**src/rtl/fetch_queue.sv**
```systemverilog
// fetch_queue: two-entry instruction fetch queue between the PC stage, a synchronous ROM and decode.
// Rev 1.0 - initial release.
`default_nettype none

module fetch_queue (
  input  logic        clk,
  input  logic        rst,
  input  logic [31:0] pc_addr,
  output logic        stop,
  input  logic        flush,
  output logic        imem_en,
  output logic [31:0] imem_addr,
  input  logic [31:0] imem_rdata,
  output logic        inst_valid,
  output logic [31:0] inst_out,
  output logic [31:0] inst_pc,
  input  logic        dec_ready
);

  localparam int unsigned DEPTH = 2;

  logic [31:0] r_ent_pc   [DEPTH];
  logic [31:0] r_ent_inst [DEPTH];
  logic        r_rd_ptr;
  logic        r_wr_ptr;
  logic [1:0]  r_count;
  logic        r_pend;
  logic [31:0] r_pend_pc;

  logic        w_pop;
  logic        w_push;
  logic        w_issue;
  logic        w_room;

  assign inst_valid = (r_count != 2'd0);
  assign inst_out   = r_ent_inst[r_rd_ptr];
  assign inst_pc    = r_ent_pc[r_rd_ptr];
  assign w_pop      = inst_valid & dec_ready;

  // A slot is free when stored entries plus the read in flight leave room,
  // or when decode frees one this cycle.
  assign w_room  = ({1'b0, r_count} + {2'b00, r_pend}) < 3'd2;
  assign w_issue = rst & ~flush & (w_room | w_pop);
  assign w_push  = r_pend & ~flush;

  assign imem_en   = w_issue;
  assign imem_addr = pc_addr;
  assign stop      = rst & ~flush & ~w_issue;

  always_ff @(posedge clk) begin
    if (!rst) begin
      r_rd_ptr  <= 1'b0;
      r_wr_ptr  <= 1'b0;
      r_count   <= 2'd0;
      r_pend    <= 1'b0;
      r_pend_pc <= 32'd0;
      for (int i = 0; i < int'(DEPTH); i++) begin
        r_ent_pc[i]   <= 32'd0;
        r_ent_inst[i] <= 32'd0;
      end
    end else if (flush) begin
      // Redirect: drop stored entries and whatever the ROM returns this cycle.
      r_rd_ptr <= 1'b0;
      r_wr_ptr <= 1'b0;
      r_count  <= 2'd0;
      r_pend   <= 1'b0;
    end else begin
      r_pend <= w_issue;
      if (w_issue) begin
        r_pend_pc <= pc_addr;
      end
      if (w_push) begin
        r_ent_pc[r_wr_ptr]   <= r_pend_pc;
        r_ent_inst[r_wr_ptr] <= imem_rdata;
        r_wr_ptr             <= ~r_wr_ptr;
      end
      if (w_pop) begin
        r_rd_ptr <= ~r_rd_ptr;
      end
      r_count <= r_count + {1'b0, w_push} - {1'b0, w_pop};
    end
  end

endmodule

`default_nettype wire
```
**config.mk**
```make
export PLATFORM = sky130hd
export DESIGN_NAME = fetch_queue
export DESIGN_NICKNAME = d
export VERILOG_FILES = /design/src/rtl/fetch_queue.sv
export SDC_FILE = /design/constraint.sdc
export NUM_CORES = 1
export LEC_CHECK = 0
export CAP_MARGIN = 25
export CORE_AREA = 3 3 140 115
export DETAILED_ROUTE_END_ITERATION = 12
export DIE_AREA = 0 0 143 118
export PLACE_DENSITY = 0.78
export REMOVE_ABC_BUFFERS = 1
export SLEW_MARGIN = 10
export SYNTH_ARGS = -nofsm -noshare
export SYNTH_HDL_FRONTEND = slang
export SYNTH_SLANG_ARGS = --single-unit
```
**constraint.sdc**
```tcl
create_clock -name clk -period 7.6 [get_ports clk]
set_input_delay 1.52 -clock clk [delete_from_list [all_inputs] [get_ports clk]]
set_output_delay 1.52 -clock clk [all_outputs]
set_load 0.01 [all_outputs]
```
==> results of run 1 <==
==> cell type report <==
cell class              instances  area (µm²)  area share [%]
clock buffers                  19       432.9           4.592
flip-flops and latches        166        4608           48.88
repair buffers                170        1712           18.16
well taps                     189       236.5           2.508
multi-input cells             281        2170           23.01
clock inverters                13       137.6           1.460
inverters                      35       131.4           1.393
==> critical path, cell delays in order <==
cell,delay (ns)
clkdlybuf4s50_1,0.45
buf_4,0.37
nor2b_4,0.28
o21ai_4,0.07
buf_4,0.32
inv_1,0.11
clkdlybuf4s50_1,0.54
==> kinds of logic after synthesis <==
group,synth area share [%]
AOI/OAI and AO/OA,0.3761
DFF,62.93
adders and majority gates,0.3419
muxes,14.23
and+or+nand+nor,14.06
buffers and inverters,7.832
xor gates and xnor gates,0.2394
==> per-stage QoR <==
stage                     area, µm²  worst slack [ns]  hold WS [ns]  utilization (%)
after floorplan                6875            0.9899        0.4418                -
after global placement         8830             2.440        0.4489            59.40
after detailed placement       8857             2.395        0.4640            59.59
after CTS                      9428             2.388        0.4722            63.43
after global routing           9428             2.284        0.4939            63.43
final                          9428             2.408        0.4690            63.43
==> worst min-delay path by stage <==
stage,start,end,slack [ns],cells past startpoint
floorplan,r_pend_pc[0],r_pend_pc[0],0.44,2
global placement,r_pend_pc[1],r_pend_pc[1],0.45,2
detailed placement,r_pend_pc[25],r_pend_pc[25],0.46,2
CTS,r_pend_pc[25],r_pend_pc[25],0.47,2
global route,r_pend_pc[24],r_pend_pc[24],0.49,2
finish,r_pend_pc[26],r_pend_pc[26],0.47,2
==> power groups by stage <==
stage	logic [µW]	registers, µW	clock network (µW)
after floorplan	71.2	1060	0
after global placement	190	1050	0
after detailed placement	194	1060	0
after CTS	196	1040	850
after global routing	208	1040	878
final	193	1040	835
==> layout by cell type, fill, tap and decap left out, drive strengths merged, types with 3 or more instances in the layout <==
cell / count
bufinv: 3
nor2: 4
inv: 35
edfxtp: 128
dfxtp: 38
mux2: 64
buf: 4
clkbuf: 19
and2: 130
nand2b: 5
mux2i: 32
clkdlybuf4s50: 166
nand2: 32
clkinv: 9
==> layer usage <==
layer  global-route usage, %  wire [µm]  vias to the layer above
met5                       0          0                        -
met4                   6.235        267                        0
met3                   6.052       1084                       26
met2                   27.85       6790                      172
met1                   22.58       6422                     2085
li1                        -          -                     2054
==> registers in the layout (all words and copies together), names as in the netlist, named ones only <==
name,cells
r_ent_inst,64
r_pend,1
r_wr_ptr,1
r_pend_pc,32
r_rd_ptr,1
r_count,2
r_ent_pc,64
==> impl_metrics.toml, run 1 <==
[clocking]
clk_pin_slew_worst_paths_ns = 0.06
cts_root_buf = "clkbuf_16"
cts_max_path_buffers = 2
numCtsBuffers = 17
cts_resized = 0
htreeDepth = 4
tritoncts = "done"
clock-sinks = 166
post-cts-setup-buffer-count = 0
clk_latency_ns = 0.42
cts_hold_buf = 0

[detailed_routing]
wl_um = 14560
drc_errors = 0
viasPerCell = 4.968
drtPass1Iterations = 4
antenna_left = 0
vias = 4337
drtIter0Drc = 246
wl_per_cell_um = 16.68

[power_and_ir_drop]
power.internal_uw = 1638
power_uw = 2066
comb_power_share_pct = 9.3
p_seq_share_pct = 50.3
pwr_density_cell_nw_per_um2 = 219.1
p_sw_uw = 427.6
p_sw_share_pct = 20.70
ir_drop_mv = 0.1603
leakage_uw = 0.003812
clkPwrFrac_pct = 40.4

[job]
maxCapViolCount = 0

[finish]
final_cells = 873
area_growth_pct = 28.85
drive_gt1_share_pct = 14.91
fillCellCount = 1101
diodes = 0
final_nets = 741

[logic_synthesis]
ys_warn_count = 0
yosysTopAreaCell = "edfxtp_1"
yosysTopAreaCellShare_pct = 52.53
synth.distinct_cells = 26
yosysSeqAreaShare_pct = 62.93
syn_avg_cell_area_um2 = 13.50
synthCells = 542
synth-edff-count = 128
yosys_register_bits = 166
synth.area.top_cells = "edfxtp_1 53%, and2_1 11%, dfxtp_1 10%, mux2_2 9.8%, mux2i_1 4.4%"
synth_ff_type = "edfxtp_1"
netlist_area_um2 = 7317
synthArstFlopShare_pct = 0
synth_common_cells = "130 x and2_1, 128 x edfxtp_1, 64 x mux2_2"
yosys.cell_count.top_type = "and2_1"

[outcome]
outcome = "completed"

[timing]
period_needed_ns = 5.192
hold_viol_final = 0
skew_ns = 0.003713
rsz0062_at_grt = "false"
fin_tns_setup_ns = 0
period_share_pct = 68.32
setup_viol = 0
slew_viol_final = 0
maxSlewHeadroom_pct = 37.06
max_freq_ghz = 0.1926
tightest_slew_ns = 0.9440

[critical_path]
r2r_slack_ns = 5.26
required_ns = 6.08
rr_endpoint = "r_ent_inst[1][17]"
critical_path_class = "input pin to output port"
critical_path.startpoint = "rst"
ff2ff_path_depth = 2
end_kind = "output port"
crit_path_start_kind = "input pin"
arrival_ns = 3.67
crit_end = "imem_en"
r2r_start = "r_pend"
cp_max_fo = 36

[die]
std_cell_rows = 40
die_h_um = 118
start_util_pct = 49.23
fp.coreArea_um2 = 14860
dieWidth_um = 143
die_area_um2 = 16870
ios = 167

[global_route]
grt_start_max_net_pins = 66
grt_pass1_vias = 4598
grt_pass1_wl_um = 22730
grt_overflow = 0
track_usage_pct = 17.62
antenna_found_initial = 0

[place]
dp_hpwl_um = 9052
dp_cells = 841
gp_congestion = 0.7688
io_buffers = 166

[worst_hold_path]
hp-class = "flip-flop to flip-flop"
No activity file was read; power rests on OpenSTA's default activity.
==> inputs of run 2 (changes only) <==
CORE_AREA = 3 3 146 119   (was 3 3 140 115)
DIE_AREA = 0 0 149 122   (was 0 0 143 118)
PLACE_DENSITY = 0.76   (was 0.78)
clock period = 4.4 ns   (was 7.6 ns; I/O delays follow)
==> impl_metrics.toml, run 2 (same netlist as run 1, synthesis figures left out) <==
[global_route]
grt_overflow = 0
grt_pass1_vias = 4513
track_usage_pct = 16.29
grt_pass1_wl_um = 22480
antenna_found_initial = 0
grt_start_max_net_pins = 65

[die]
die_h_um = 122
die_area_um2 = 18180
ios = 167
std_cell_rows = 41
dieWidth_um = 149
start_util_pct = 46.01
fp.coreArea_um2 = 15900

[timing]
period_needed_ns = 3.409
setup_viol = 0
slew_viol_final = 0
worst_slack_ns = 0.9914
period_share_pct = 77.47
hold_viol_final = 0
skew_ns = 0.007158
tightest_slew_ns = 0.9426
rsz0062_at_grt = "false"
max_freq_ghz = 0.2934
maxSlewHeadroom_pct = 37.01
fin_tns_setup_ns = 0

[clocking]
cts_hold_buf = 0
cts_resized = 0
clk_latency_ns = 0.42
htreeDepth = 4
tritoncts = "done"
numCtsBuffers = 17
cts_max_path_buffers = 2
post-cts-setup-buffer-count = 0
clock-sinks = 166
clk_pin_slew_worst_paths_ns = 0.06
cts_root_buf = "clkbuf_16"

[critical_path]
r2r_slack_ns = 2.47
max_stage_delay_ns = 0.57
rr_endpoint = "r_ent_inst[0][5]"
end_kind = "output port"
arrival_ns = 2.53
critical_path_class = "input pin to output port"
cp.buffers_inverters = 2
crit_family = "buffers and inverters"
ff2ff_path_depth = 4
cp_max_fo = 6
required_ns = 3.52
r2r_start = "r_pend"
crit_path_start_kind = "input pin"
path_cells = "clkdlybuf4s50_1 > nand2b_1 > nor3_1 > clkdlybuf4s50_1"
cp_slowest_cell = "clkdlybuf4s50_1"
timing.critical_path.mode_cell = "clkdlybuf4s50_1"

[finish]
top_regs = "r_ent_inst (64), r_ent_pc (64), r_pend_pc (32)"
drive_gt1_share_pct = 15.16
final_common_cell = "clkdlybuf4s50_1"
fin_util_pct = 59.31
area_growth_pct = 28.90
seqCellArea_um2 = 4608
final_cells = 901
diodes = 0
fillCellCount = 1271
final_nets = 743
layout_common_cells = "165 x clkdlybuf4s50_1, 130 x and2_1, 128 x edfxtp_1"
multi_input_area_um2 = 2170

[power_and_ir_drop]
pwr_density_cell_nw_per_um2 = 373.9
power_uw = 3527
ir_drop_mv = 0.2621
leakage_uw = 0.003791

[place]
dp_hpwl_um = 9117
io_buffers = 166
gp_congestion = 0.7990
dp_cells = 869
post-place-ws_ns = 1.019

[detailed_routing]
drtIter0Drc = 198
antenna_left = 0
wl_per_cell_um = 16.22
wl_um = 14610
vias = 4274
viasPerCell = 4.744
drtPass1Iterations = 5
drc_errors = 0

[job]
maxCapViolCount = 0

[worst_hold_path]
hp-class = "flip-flop to flip-flop"
min_from = "r_pend_pc[11]"
holdPathStages = 2
hold-path-endpoint = "r_pend_pc[11]"

[outcome]
outcome = "completed"
[run 2: through the flow]
stage | hold WS [ns] | instance area, µm²
floorplan | 0.4418 | 6875
global placement | 0.4493 | 8880
detailed placement | 0.4588 | 8880
CTS | 0.4652 | 9432
global route | 0.4841 | 9432
finish | 0.4654 | 9432
[run 2: final cells by class]
type,instances,area share (%)
Clock buffer,23,4.749
Clock inverter,9,1.101
Inverter,35,1.393
Multi-Input combinational cell,281,23.00
Sequential cell,166,48.86
Tap cell,215,2.852
Timing Repair Buffer,172,18.04
[run 2: how the worst max path moves through the flow]
stage / startpoint / to / slack (ns) / cells past startpoint
2_1_floorplan: flush / r_ent_inst[0][0] / -1.57 / 1
3_3_place_gp: flush / stop / 1.01 / 4
3_5_place_dp: flush / stop / 1.02 / 4
4_1_cts: flush / stop / 1.00 / 4
5_1_grt: flush / stop / 0.92 / 4
6_report: flush / stop / 0.99 / 4
[run 2: layer usage]
layer | wire [µm] | part of all wire (%) | vias to the layer above | global-route usage [%]
li1 | - | - | 2059 | -
met1 | 6772 | 46 | 2056 | 21.29
met2 | 6764 | 46 | 145 | 26.02
met3 | 903 | 6.2 | 14 | 5.318
met4 | 173 | 1.2 | 0 | 5.089
met5 | 0 | 0 | - | 0
[run 2: power breakdown]
part           switching (µW)  total [µW]  internal, µW  leakage [µW]
sequential               28.8        1790          1760       0.00165
clock                     572        1400           831      0.000255
combinational             144         332           188       0.00189
[run 2: worst min-delay path, cell delays in order (launching register included)]
cell and delay (ns):
dfxtp_1 0.31, nand2_1 0.05, mux2i_1 0.05
